--- src/rtl/io_port_bank.sv ---
// Addressed CPU I/O bank: per-channel input holding register and output FIFO.
// Optional registered interrupt output enabled by defining IO_IRQ_EN.
module io_port_bank #(
  parameter int NUM_PORTS = 4,
  parameter int DATA_W    = 8,
  parameter int OUT_DEPTH = 4,
  localparam int AW       = $clog2(NUM_PORTS) + 1
) (
  input  logic                        clk,
  input  logic                        rst,
  input  logic [AW-1:0]               io_addr,
  input  logic                        io_wr,
  input  logic                        io_rd,
  input  logic [DATA_W-1:0]           io_wdata,
  output logic [DATA_W-1:0]           io_rdata,
  output logic                        io_rvalid,
  input  logic [NUM_PORTS*DATA_W-1:0] in_port,
  input  logic [NUM_PORTS-1:0]        in_valid,
  output logic [NUM_PORTS-1:0]        in_strobe,
  output logic [NUM_PORTS*DATA_W-1:0] out_port,
  output logic [NUM_PORTS-1:0]        out_strobe,
  input  logic [NUM_PORTS-1:0]        out_ack,
  output logic                        irq
);

  localparam int PW = $clog2(OUT_DEPTH);

  logic [NUM_PORTS-1:0][DATA_W-1:0] hold_q, hold_d;
  logic [NUM_PORTS-1:0] in_full_q, in_full_d;
  logic [NUM_PORTS-1:0] in_ovf_q, in_ovf_d;
  logic [NUM_PORTS-1:0] out_ovf_q, out_ovf_d;
  logic [NUM_PORTS-1:0] in_strobe_q, in_strobe_d;
  logic [NUM_PORTS-1:0][PW:0] wp_q, wp_d;
  logic [NUM_PORTS-1:0][PW:0] rp_q, rp_d;
  logic [NUM_PORTS-1:0][OUT_DEPTH-1:0][DATA_W-1:0] mem_q, mem_d;
  logic [DATA_W-1:0] rdata_q, rdata_d;
  logic rvalid_q, rvalid_d;

  logic [31:0] addr;
  logic [NUM_PORTS-1:0] rd_dat, rd_sts, wr_dat;
  logic [NUM_PORTS-1:0] empty, full, pop;

  assign addr = 32'(io_addr);

  // Pointers carry one extra wrap bit to tell full from empty.
  always_comb begin
    rd_dat = '0;
    rd_sts = '0;
    wr_dat = '0;
    empty  = '0;
    full   = '0;
    pop    = '0;
    for (int k = 0; k < NUM_PORTS; k++) begin
      rd_dat[k] = io_rd && (addr == 32'(k));
      rd_sts[k] = io_rd && (addr == 32'(NUM_PORTS + k));
      wr_dat[k] = io_wr && (addr == 32'(k));
      empty[k]  = (wp_q[k] == rp_q[k]);
      full[k]   = (wp_q[k][PW] != rp_q[k][PW]) &&
                  (wp_q[k][PW-1:0] == rp_q[k][PW-1:0]);
      pop[k]    = !empty[k] && out_ack[k];
    end
  end

  always_comb begin
    hold_d      = hold_q;
    in_full_d   = in_full_q;
    in_ovf_d    = in_ovf_q;
    out_ovf_d   = out_ovf_q;
    wp_d        = wp_q;
    rp_d        = rp_q;
    mem_d       = mem_q;
    in_strobe_d = '0;
    rdata_d     = rdata_q;
    rvalid_d    = io_rd;
    if (io_rd) begin
      rdata_d = '0;
      for (int k = 0; k < NUM_PORTS; k++) begin
        if (rd_dat[k]) begin
          rdata_d = hold_q[k];
        end else if (rd_sts[k]) begin
          rdata_d[3:0] = {out_ovf_q[k], in_ovf_q[k],
                          full[k], in_full_q[k]};
        end
      end
    end
    for (int k = 0; k < NUM_PORTS; k++) begin
      if (rd_sts[k]) begin
        in_ovf_d[k]  = 1'b0;
        out_ovf_d[k] = 1'b0;
      end
      if (rd_dat[k] && in_full_q[k]) begin
        in_full_d[k]   = 1'b0;
        in_strobe_d[k] = 1'b1;
      end
      // A same-cycle read frees the slot for the arriving word.
      if (in_valid[k]) begin
        if (!in_full_q[k] || rd_dat[k]) begin
          hold_d[k]    = in_port[k*DATA_W +: DATA_W];
          in_full_d[k] = 1'b1;
        end else begin
          in_ovf_d[k] = 1'b1;
        end
      end
      if (wr_dat[k]) begin
        if (full[k]) begin
          out_ovf_d[k] = 1'b1;
        end else begin
          mem_d[k][wp_q[k][PW-1:0]] = io_wdata;
          wp_d[k] = wp_q[k] + (PW+1)'(1);
        end
      end
      if (pop[k]) begin
        rp_d[k] = rp_q[k] + (PW+1)'(1);
      end
    end
  end

  always_ff @(posedge clk or posedge rst) begin
    if (rst) begin
      hold_q      <= '0;
      in_full_q   <= '0;
      in_ovf_q    <= '0;
      out_ovf_q   <= '0;
      in_strobe_q <= '0;
      wp_q        <= '0;
      rp_q        <= '0;
      mem_q       <= '0;
      rdata_q     <= '0;
      rvalid_q    <= 1'b0;
    end else begin
      hold_q      <= hold_d;
      in_full_q   <= in_full_d;
      in_ovf_q    <= in_ovf_d;
      out_ovf_q   <= out_ovf_d;
      in_strobe_q <= in_strobe_d;
      wp_q        <= wp_d;
      rp_q        <= rp_d;
      mem_q       <= mem_d;
      rdata_q     <= rdata_d;
      rvalid_q    <= rvalid_d;
    end
  end

  always_comb begin
    out_port = '0;
    for (int k = 0; k < NUM_PORTS; k++) begin
      if (!empty[k]) begin
        out_port[k*DATA_W +: DATA_W] = mem_q[k][rp_q[k][PW-1:0]];
      end
    end
  end

  assign out_strobe = ~empty;
  assign in_strobe  = in_strobe_q;
  assign io_rdata   = rdata_q;
  assign io_rvalid  = rvalid_q;

`ifdef IO_IRQ_EN
  logic irq_q, irq_d;

  always_comb begin
    irq_d = (|in_full_q) | (|in_ovf_q) | (|out_ovf_q);
  end

  always_ff @(posedge clk or posedge rst) begin
    if (rst) begin
      irq_q <= 1'b0;
    end else begin
      irq_q <= irq_d;
    end
  end

  assign irq = irq_q;
`else
  assign irq = 1'b0;
`endif

endmodule

--- config.mk ---
export PLATFORM = sky130hd
export DESIGN_NAME = io_port_bank
export DESIGN_NICKNAME = d
export VERILOG_FILES = /design/src/rtl/io_port_bank.sv
export SDC_FILE = /design/constraint.sdc
export NUM_CORES = 1
export LEC_CHECK = 0
export ABC_AREA = 0
export CAP_MARGIN = 20
export CORE_MARGIN = 2
export CORE_UTILIZATION = 40
export CTS_CLUSTER_DIAMETER = 60
export DETAILED_ROUTE_END_ITERATION = 12
export GPL_ROUTABILITY_DRIVEN = 0
export HOLD_SLACK_MARGIN = 0.02
export PLACE_DENSITY_LB_ADDON = 0.3
export SLEW_MARGIN = 20
export SYNTH_ARGS = -nofsm -noshare
export SYNTH_HDL_FRONTEND = slang
export SYNTH_SLANG_ARGS = --single-unit
--- constraint.sdc ---
create_clock -name clk -period 6.84 [get_ports clk]
set_input_delay 1.368 -clock clk [delete_from_list [all_inputs] [get_ports clk]]
set_output_delay 1.368 -clock clk [all_outputs]
set_load 0.005 [all_outputs]
==> After elaboration in Yosys (flattened, before gate mapping) <==
Index checks and enable logic that the tools add are counted.
{ "classes": {"addsub": 8, "eq_ne": 19, "mux": 76, "n_reduce_logical": 49, "n_bitwise": 5, "order_cmp": 12} }
{ "ops": {"columns": ["operator", "n"], "rows": [
  ["32-bit bitwise mux", 4],
  ["8-bit 2-to-1 mux", 12],
  ["8-bit binary-select mux with 2-bit select", 4],
  ["8-bit demux with 2-bit select", 4],
  ["4-bit 2-to-1 mux", 12],
  ["1-bit 2-to-1 mux", 40],
  ["32-bit zero test", 1],
  ["1-bit logical AND", 28],
  ["3-bit by 1-bit adder with 3-bit output, second input constant", 8],
  ["2-bit by 3-bit < comparator with 1-bit output, second input constant", 8],
  ["2-bit AND reduction", 8],
  ["3-bit equality test", 4],
  ["3-bit equality test, second input constant", 4],
  ["2-bit equality test", 4],
  ["2-bit by 1-bit greater-or-equal comparator with 1-bit output, second input constant", 4],
  ["1-bit zero test", 8],
  ["3-bit by 2-bit equality test with 1-bit output, second input constant", 2],
  ["1-bit logical OR", 4],
  ["1-bit != test", 4],
  ["1-bit inverter", 4],
  ["4-bit inverter", 1],
  ["3-bit by 1-bit equality test with 1-bit output, second input constant", 1]
]} }
{ "totals": {"elab_cells": 203, "inputBits": 55, "ff_bits": 209, "output_inout_bits": 50} }

==> Logic depth before layout (Yosys ltp) <==
Gate-level depths: netlist of the first run.
{ "logic_depth": {"word_depth": 10, "mapped_depth": 6, "mapped_depth_nobuf": 4} }

==> Worst setup path before layout of the first run <==
Ideal clock, no wire load.
{ "synth_timing": {"path_kind": "input port to flip-flop", "start": "in io_addr[0]", "end": "reg mem_q[24] (netlist name)", "setup_slack_ns": 4.044, "path_stages": 4, "t_arrival_ns": 2.671, "required_time_ns": 6.715, "cell_sequence": "or4b_4 a31oi_4 nand2_4 mux2_2"} }
{ "synth_between": {"elab_chain_cells": 3} }
{ "synth_lines": {"columns": ["element", "line_no", "text"], "rows": [
  ["from (decl)", "11", "input logic [AW-1:0] io_addr,"],
  ["32-bit zero test", "56", "wr_dat[k] = io_wr && (addr == 32'(k));"],
  ["1-bit logical AND", "56", null],
  ["2-bit AND reduction (no line)", null, null],
  ["to (signal assigned)", "138", "mem_q <= mem_d;"],
  ["to (decl)", "35", "logic [NUM_PORTS-1:0][OUT_DEPTH-1:0][DATA_W-1:0] mem_q, mem_d;"]
]} }
No other way between the ends.
A chain may end at the register's enable or synchronous reset.

==> Worst setup path in the final report of the first run <==
{ "layout_timing": {"start": "reg rp_q[0] (netlist name)", "end": "out out_port[0]"} }
{ "layout_between": {"elab_chain_cells": 3, "elab_cells_between_ends": 4, "cone_classes": "eq/ne (1); mux (3)"} }
{ "layout_lines": {"columns": ["element", "line_no", "text"], "rows": [
  ["from (decl)", "34", "logic [NUM_PORTS-1:0][PW:0] rp_q, rp_d;"],
  ["from (signal assigned)", "137", "rp_q <= rp_d;"],
  ["8-bit binary-select mux with 2-bit select", "148", "out_port[k*DATA_W +: DATA_W] = mem_q[k][rp_q[k][PW-1:0]];"],
  ["8-bit 2-to-1 mux (not written as such)", "148", null],
  ["8-bit 2-to-1 mux (*)", "147", "if (!empty[k]) begin"],
  ["to (decl)", "20", "output logic [NUM_PORTS*DATA_W-1:0] out_port,"]
]} }
Every way passes the cells marked *; elsewhere a longest branch is shown, timed or not. The select of a mux whose other input is x is not followed.

==> flow_summary.json, run 1 <==
{
  "ir_worst_vdd_v": 0.000262,
  "synth_nets": 769,
  "end_kind": "primary output",
  "rsz0062_at_grt": "no",
  "coreArea_mm2": 0.0242,
  "ctsHoldBuffers": 0,
  "die_x_um": 160,
  "antenna_cells": 0,
  "avgRoutedWirePerCell_um": 18.6,
  "synth.ff_latch_count": 209,
  "holdPathStages": 1,
  "setup_slack_ns": 2.69,
  "vias": 5930,
  "fmax_ghz": 0.241,
  "dominantRegCellSynth": "dfrtp_1",
  "insertion_delay_ns": 0.51,
  "min_from": "wp_q[11]",
  "post_cts_buffers": 0,
  "dp_slack_ns": 2.86,
  "hold_end": "wp_q[11]",
  "crit_required_ns": 5.47,
  "fin_crit_sh_pct": 60.7,
  "rr_endpoint": "mem_q[127]",
  "ff2ff_path_depth": 4,
  "path_max_fanout": 11,
  "cts_tree": "done",
  "r2r-start": "rp_q[9]",
  "cts_resized": 0,
  "hold_class": "reg -> reg",
  "htreeDepth": 1,
  "holdWs_ns": 0.489,
  "slew_violations": 0,
  "regToRegSetupSlack_ns": 4.47,
  "critical_path_arrival_ns": 2.78,
  "synth_top_cell_area_share_pct": 53.5,
  "syn_area_mm2": 0.00977,
  "ys_async_sr_fraction_pct": 100,
  "power_density_mw_per_mm2": 445,
  "grt_usage_pct": 16.8,
  "cts_buffers": 24,
  "final_core_util_pct": 49.1,
  "clock_path_buffers": 3,
  "syn_to_final_growth_pct": 21.5,
  "synthCells": 694,
  "slew_headroom_pct": 38.4,
  "critPathKind": "reg -> out",
  "num_rows": 57,
  "die_h_um": 160,
  "cp-start-kind": "register",
  "firstDrtPassIters": 4,
  "status": "finished clean",
  "die-area_mm2": 0.0257,
  "p_leak_nw": 5.18,
  "clock-root-buffer": "clkbuf_16",
  "viasPerCell": 5.23,
  "worst_pin_slew_ns": 0.922,
  "ys_seq_area_share_pct": 53.5,
  "overflow": 0,
  "drt_wl_total_um": 21100,
  "yosysWarnings": 0,
  "tns_ns": 0,
  "route.detailed.drc": 0,
  "drive_gt1_share_pct": 31.0,
  "dp_hpwl_um": 13800,
  "stdcell_area_mm2": 0.0119,
  "grt_pass1_vias": 6067,
  "setup_violations": 0,
  "finalNetCount": 870,
  "syn_area_per_cell_um2": 14.1,
  "dpl_cell_area_mm2": 0.0111,
  "synth_cell_type_count": 47,
  "clkSlewWorstSetupHoldPaths_ns": 0.06,
  "hold_violations": 0,
  "initial_core_util_pct": 40.4,
  "antenna_found_initial": 0,
  "synth_largest_area_cell": "dfrtp_1",
  "yosys-top-cells-area": "dfrtp_1, mux2_2, mux4_2",
  "drtAntennaViolNets": 0,
  "synth_edf_count": 0,
  "clkSinkCount": 209,
  "grt_pass1_wl_um": 34300,
  "finClkSkew_ns": 0.00886,
  "ios": 105,
  "grt_max_degree": 170,
  "fin_crit_ns": 4.15,
  "maxCapViolations": 0,
  "first_iter_violations": 347,
  "numPortBuffers": 103
}
[metal layers]
metal  part of all wire (%)  GRT usage, %  up-vias
li1                       -             -     2703
met1                     48          24.6     3069
met2                     46          26.5      131
met3                    4.7          2.94       27
met4                    1.8          3.36        0
met5                      0             0        -
[synth_stat cells (3+ instances only)]
| cell type | n |
|---|---|
| a21oi_1 | 14 |
| a31oi_1 | 7 |
| a31oi_2 | 3 |
| and2_1 | 34 |
| and3_1 | 11 |
| buf_2 | 7 |
| buf_4 | 4 |
| clkbuf_1 | 19 |
| dfrtp_1 | 209 |
| ha_1 | 20 |
| inv_1 | 15 |
| mux2_2 | 165 |
| mux4_2 | 38 |
| nand2_1 | 36 |
| nand2_4 | 4 |
| nand2b_1 | 7 |
| nand3_1 | 8 |
| nand3b_1 | 5 |
| nand4_1 | 5 |
| nor2_1 | 7 |
| nor2b_1 | 7 |
| o21ai_0 | 13 |
| xnor2_1 | 24 |
| xor2_1 | 4 |
[area by class of cell]
type / instances / area [µm²]
Inverter: 16 / 63.8
Timing Repair Buffer: 107 / 1070
Sequential cell: 209 / 5230
Clock buffer: 36 / 687
Multi-Input combinational cell: 437 / 4330
Fill cell: 2114 / 12300
Tap cell: 324 / 405
Clock inverter: 5 / 78.8
[critical path: stages, from the launching register on]
cell             delay, ns
dfrtp_1               0.62
xnor2_1               0.49
nand3b_1              0.42
and2_1                0.29
clkdlybuf4s50_1       0.45
[kinds of logic after synthesis]
kind of cell	synth area share, %
flops	53.5
mux	28.0
simple gates	7.77
compound gates	3.50
buf+inv	2.10
xor+xnor	2.51
fa+ha+maj	2.56
other cells	0.0384
[stage by stage]
step / power, mW / std cells
finish: 5.29 / 1134
global route: 5.63 / 1134
CTS: 5.35 / 1134
floorplan: 3.30 / 694
global placement: 4.03 / 1093
detailed placement: 4.07 / 1093
[registers in the layout, summed over array words and instances, names as in the netlist]
register   flops
hold_q        32
in_full_q      4
mem_q        128
out_ovf_q      4
in_ovf_q       4
in_strobe      4
wp_q          12
rp_q          12
io_rdata       8
io_rvalid      1
[report_power, final]
group | internal (mW) | switching (mW) | total (mW)
clock network | 0.764 | 0.495 | 1.26
registers | 1.74 | 0.402 | 2.14
logic | 1.23 | 0.657 | 1.89
[placed cells by master, fill, tap and decap left out, drive strengths merged, types with 8 or more instances in the layout]
master         Yosys  layout
a21oi             14      14
a31oi             11      11
and2              34      34
and3              11      11
clkbuf            20      36
clkdlybuf4s50      0     103
dfrtp            209     209
ha                20      20
inv               15      14
mux2             165     165
mux4              38      38
nand2             40      40
nand3              8       8
o21ai             13      13
xnor2             24      24
[worst max path at each step]
| stage | startpoint | to | slack [ns] | depth (start not counted) |
|---|---|---|---|---|
| CTS | rp_q[0] | out_port[0] | 2.59 | 4 |
| floorplan | rst | hold_q[0] | 2.76 | 1 |
| global placement | io_addr[1] | mem_q[15] | 2.88 | 5 |
| finish | rp_q[0] | out_port[0] | 2.69 | 4 |
| global route | rp_q[0] | out_port[0] | 2.43 | 4 |
| detailed placement | io_addr[1] | mem_q[15] | 2.86 | 5 |
No activity file was read; power rests on OpenSTA's default activity.
==> run 2, diff against run 1 <==
==> constraint.sdc (replaced) <==
create_clock -name clk -period 3.3 [get_ports clk]
set_input_delay 0.66 -clock clk [delete_from_list [all_inputs] [get_ports clk]]
set_output_delay 0.66 -clock clk [all_outputs]
set_load 0.005 [all_outputs]
==> flow_summary.json, run 2 (synthesized netlist as in run 1, its figures left out) <==
{
  "clkSlewWorstSetupHoldPaths_ns": 0.06,
  "p_leak_nw": 5.32,
  "maxCapViolations": 0,
  "route.detailed.drc": 0,
  "viasPerCell": 5.15,
  "coreArea_mm2": 0.0242,
  "clkSinkCount": 209,
  "nFillCells": 2098,
  "top_regs": "mem_q: 128 flops, hold_q: 32 flops",
  "fmax_ghz": 0.323,
  "grt_pass1_vias": 6090,
  "p_sw_share_pct": 29.3,
  "vias": 5941,
  "syn_to_final_growth_pct": 23.9,
  "antenna_cells": 0,
  "layout_common_cells": "dfrtp_1, mux2_2, clkdlybuf4s50_1",
  "slew_violations": 0,
  "grt_pass1_wl_um": 34600,
  "clock_path_buffers": 3,
  "overflow": 0,
  "grt_usage_pct": 17.0,
  "first_iter_violations": 303,
  "fin_crit_ns": 3.10,
  "slew_headroom_pct": 50.1,
  "drive_gt1_share_pct": 33.6,
  "final_core_util_pct": 50.1,
  "tns_ns": 0,
  "avgRoutedWirePerCell_um": 18.7,
  "ios": 105,
  "grt_max_degree": 91,
  "holdWs_ns": 0.489,
  "cts_buffers": 25,
  "htreeDepth": 1,
  "finalNetCount": 889,
  "top_register": "mem_q",
  "die_x_um": 160,
  "setup_violations": 0,
  "insertion_delay_ns": 0.51,
  "numPortBuffers": 103,
  "dp_hpwl_um": 14500,
  "cts_tree": "done",
  "power_mw": 11.3,
  "drtAntennaViolNets": 0,
  "cp-start-kind": "register",
  "pwr-share-seq_pct": 38.0,
  "drt_wl_total_um": 21500,
  "rsz0062_at_grt": "no",
  "power_density_mw_per_mm2": 930,
  "largest_register_ffs": 128,
  "antenna_found_initial": 0,
  "crit_start": "wp_q[4]",
  "ir_worst_vdd_v": 0.000634,
  "firstDrtPassIters": 4,
  "initial_core_util_pct": 40.4,
  "status": "finished clean",
  "fin_crit_sh_pct": 93.8,
  "combPwrFrac_pct": 37.9,
  "switchingPower_mw": 3.29,
  "power_frac_clock_pct": 24.1,
  "mostFrequentLayoutCell": "dfrtp_1",
  "end_kind": "primary output",
  "r2r-start": "rp_q[10]",
  "hold_violations": 0,
  "hold_class": "reg -> reg",
  "num_rows": 57,
  "clock-root-buffer": "clkbuf_16",
  "min_from": "rp_q[8]",
  "die-area_mm2": 0.0257,
  "finClkSkew_ns": 0.00921,
  "p_int_mw": 7.96,
  "die_h_um": 160,
  "crit_required_ns": 2.64,
  "critical_path_arrival_ns": 2.44,
  "worst_pin_slew_ns": 0.746,
  "critPathKind": "reg -> out",
  "path_max_fanout": 11
}
-- run 2: cell types whose count changed in the layout (fill, tap and decap cells not counted), sizes merged --
cell / before / now
buf: 4 / 22
clkbuf: 36 / 34
clkinv: 4 / 6
inv: 14 / 16
-- run 2: repair_timing --
action | CTS | global route
hold buffers | 0 | 0
pin swaps | 0 | 2
setup buffers | 2 | 2
resized for setup | 1 | 2
setup endpoints to repair | 17 | 16
-- run 2: final timing paths --
| check | slack, ns | endpoint | cells after the start |
|---|---|---|---|
| max in group asynchronous | 2.21 | rp_q[5] | 3 |
| worst max register to register | 1.14 | mem_q[120] | 4 |
| worst max-delay path | 0.20 | out_port[14] | 4 |
| worst min-delay path | 0.49 | rp_q[8] | 1 |
| min in group asynchronous | 0.68 | mem_q[0] | 3 |
| worst min register to register | 0.49 | rp_q[8] | 1 |
-- run 2: final cells by class --
class	instances	area, µm²	area share (%)
well taps	324	405	3.35
repair buffers	125	1220	10.1
multi-input cells	437	4360	36.0
flip-flops and latches	209	5230	43.2
inverters	16	63.8	0.527
clock inverters	9	103	0.848
clock buffers	34	719	5.94
-- run 2: per-stage QoR --
step | instances | area, µm² | setup WS, ns
6_report | 1154 | 12100 | 0.205
5_1_grt | 1154 | 12100 | 0.0205
4_1_cts | 1152 | 12100 | 0.0103
3_5_place_dp | 1107 | 11200 | 0.364
3_3_place_gp | 1107 | 11200 | 0.379
2_1_floorplan | 694 | 9770 | -0.0742
-- run 2: metal layers --
| metal | share of wire (%) | up-vias | wire (µm) | track usage [%] |
|---|---|---|---|---|
| met5 | 0 | - | 0 | 0 |
| met4 | 2.1 | 0 | 456 | 4.05 |
| met3 | 3.6 | 28 | 769 | 2.60 |
| met2 | 45 | 109 | 9740 | 25.9 |
| met1 | 49 | 3054 | 10600 | 25.7 |
| li1 | - | 2750 | - | - |
-- run 2: power groups by stage --
stage | registers (mW) | logic (mW) | clock network [mW]
after CTS | 4.27 | 4.29 | 2.77
after global placement | 4.26 | 4.15 | 0
final | 4.28 | 4.27 | 2.71
after floorplan | 4.03 | 2.81 | 0
after detailed placement | 4.30 | 4.23 | 0
after global routing | 4.42 | 4.66 | 2.89
-- run 2: worst max-delay path, cell delays in order (launching register included) --
cell	delay, ns
dfrtp_1	0.43
xnor2_1	0.33
nand3b_1	0.41
and2_1	0.31
clkdlybuf4s50_1	0.45
==> run 3, diff against run 2 <==
--- a/config.mk
+++ b/config.mk
@@ -10,6 +10,7 @@
 export CORE_MARGIN = 2
 export CORE_UTILIZATION = 40
 export CTS_CLUSTER_DIAMETER = 60
+export CTS_CLUSTER_SIZE = 16
 export DETAILED_ROUTE_END_ITERATION = 12
 export GPL_ROUTABILITY_DRIVEN = 0
 export HOLD_SLACK_MARGIN = 0.02
==> flow_summary.json, run 3 (synthesized netlist as in run 1, its figures left out) <==
{
  "grt_pass1_vias": 6021,
  "antenna_found_initial": 0,
  "setup_slack_ns": 0.240,
  "num_rows": 57,
  "overflow": 0,
  "cts_tree": "done",
  "firstDrtPassIters": 4,
  "ff2ff_path_depth": 5,
  "r2r-start": "rp_q[9]",
  "cts_buffers": 19,
  "mostFrequentLayoutCell": "dfrtp_1",
  "grt_usage_pct": 16.8,
  "rsz0062_at_grt": "no",
  "top_regs": "mem_q: 128 flops, hold_q: 32 flops",
  "holdPathStages": 1,
  "dp_hpwl_um": 14500,
  "top_register": "mem_q",
  "regToRegSetupSlack_ns": 1.12,
  "end_kind": "primary output",
  "coreArea_mm2": 0.0242,
  "hold_violations": 0,
  "crit_path_top_delay_cell": "clkdlybuf4s50_1",
  "drt_wl_total_um": 21400,
  "cp-start-kind": "register",
  "multi_input_area_mm2": 0.00435,
  "layout_common_cells": "dfrtp_1, mux2_2, clkdlybuf4s50_1",
  "clkSinkCount": 209,
  "fmax_ghz": 0.327,
  "fin_crit_ns": 3.06,
  "power_density_mw_per_mm2": 910,
  "critical_path_arrival_ns": 2.40,
  "grt_pass1_wl_um": 34300,
  "slew_violations": 0,
  "max_stage_delay_ns": 0.45,
  "critPathKind": "reg -> out",
  "clock-root-buffer": "clkbuf_16",
  "rr_endpoint": "mem_q[120]",
  "ctsHoldBuffers": 0,
  "die-area_mm2": 0.0257,
  "holdWs_ns": 0.491,
  "grt_max_degree": 91,
  "status": "finished clean",
  "numPortBuffers": 103,
  "ir_worst_vdd_v": 0.000555,
  "crit_chain": "xnor2_1 > nand3b_1 > and2_1 > clkdlybuf4s50_1",
  "dp_slack_ns": 0.364,
  "crit_required_ns": 2.64,
  "ios": 105,
  "antenna_cells": 0,
  "clock_path_buffers": 3,
  "hold_end": "rp_q[11]",
  "setup_violations": 0,
  "viasPerCell": 5.15,
  "min_from": "rp_q[11]",
  "largest_register_ffs": 128,
  "drive_gt1_share_pct": 32.9,
  "final_core_util_pct": 49.3,
  "syn_to_final_growth_pct": 22.1,
  "tns_ns": 0,
  "maxCapViolations": 0,
  "route.detailed.drc": 0,
  "slew_headroom_pct": 50.9,
  "finClkSkew_ns": 0.0118,
  "hold_class": "reg -> reg",
  "seq_area_mm2": 0.00523,
  "die_x_um": 160,
  "first_iter_violations": 289,
  "path_max_fanout": 11,
  "clkSlewWorstSetupHoldPaths_ns": 0.07,
  "p_leak_nw": 5.23,
  "finalNetCount": 883,
  "htreeDepth": 1,
  "initial_core_util_pct": 40.4,
  "vias": 5880,
  "insertion_delay_ns": 0.49,
  "worst_pin_slew_ns": 0.735,
  "avgRoutedWirePerCell_um": 18.8,
  "fin_crit_sh_pct": 92.7,
  "nFillCells": 2109,
  "die_h_um": 160,
  "drtAntennaViolNets": 0
}
run 3: changes by cell type in the layout (fill, tap and decap cells not counted), sizes merged:
cell      previous run  this run
bufinv               2         3
clkbuf              34        23
clkinv               6         3
clkinvlp             1         2
run 3: metal layers:
layer	part of all wire (%)	GRT usage [%]	vias up
met1	49	25.6	3014
met4	1.8	4.10	0
li1	-	-	2731
met3	3.8	2.26	29
met5	0	0	-
met2	45	25.6	106
run 3: layout make-up:
| type | count | area share (%) |
|---|---|---|
| tap | 324 | 3.40 |
| sequential | 209 | 43.8 |
| clock buffer | 23 | 4.36 |
| timing repair buffer | 125 | 10.2 |
| clock inverter | 8 | 1.16 |
| inverter | 16 | 0.535 |
| multi-input combinational | 437 | 36.5 |
run 3: repair_timing:
action / CTS / global route
pin swaps: 0 / 2
resized for setup: 1 / 1
setup endpoints to repair: 11 / 16
setup buffers: 2 / 2
hold endpoints to repair: 0 / 0
run 3: critical path: cells and delay by family, from the launching register on:
kind / cells / cell delay, ns
xor+xnor: 1 / 0.32
simple gates: 2 / 0.71
buf+inv: 1 / 0.45
flops: 1 / 0.43
run 3: worst max-delay path by stage:
stage,depth (start not counted),start,endpoint
after floorplan,1,rst,hold_q[0]
after global placement,6,io_addr[0],mem_q[61]
after detailed placement,5,io_addr[1],mem_q[27]
after CTS,4,wp_q[0],out_port[0]
after global routing,4,wp_q[4],out_port[14]
final,4,wp_q[4],out_port[14]
run 3: stage by stage:
stage	instance area (µm²)	cells	total power, mW
floorplan	9770	694	6.85
global placement	11200	1107	8.41
detailed placement	11200	1107	8.53
CTS	11900	1140	11.0
global route	11900	1142	11.6
finish	11900	1142	10.9
run 3: power breakdown:
group | switching [mW] | leakage [nW] | internal [mW]
Sequential | 0.655 | 2.61 | 3.61
Combinational | 1.58 | 2.30 | 2.66
Clock | 0.979 | 0.321 | 1.37
Total | 3.22 | 5.23 | 7.64
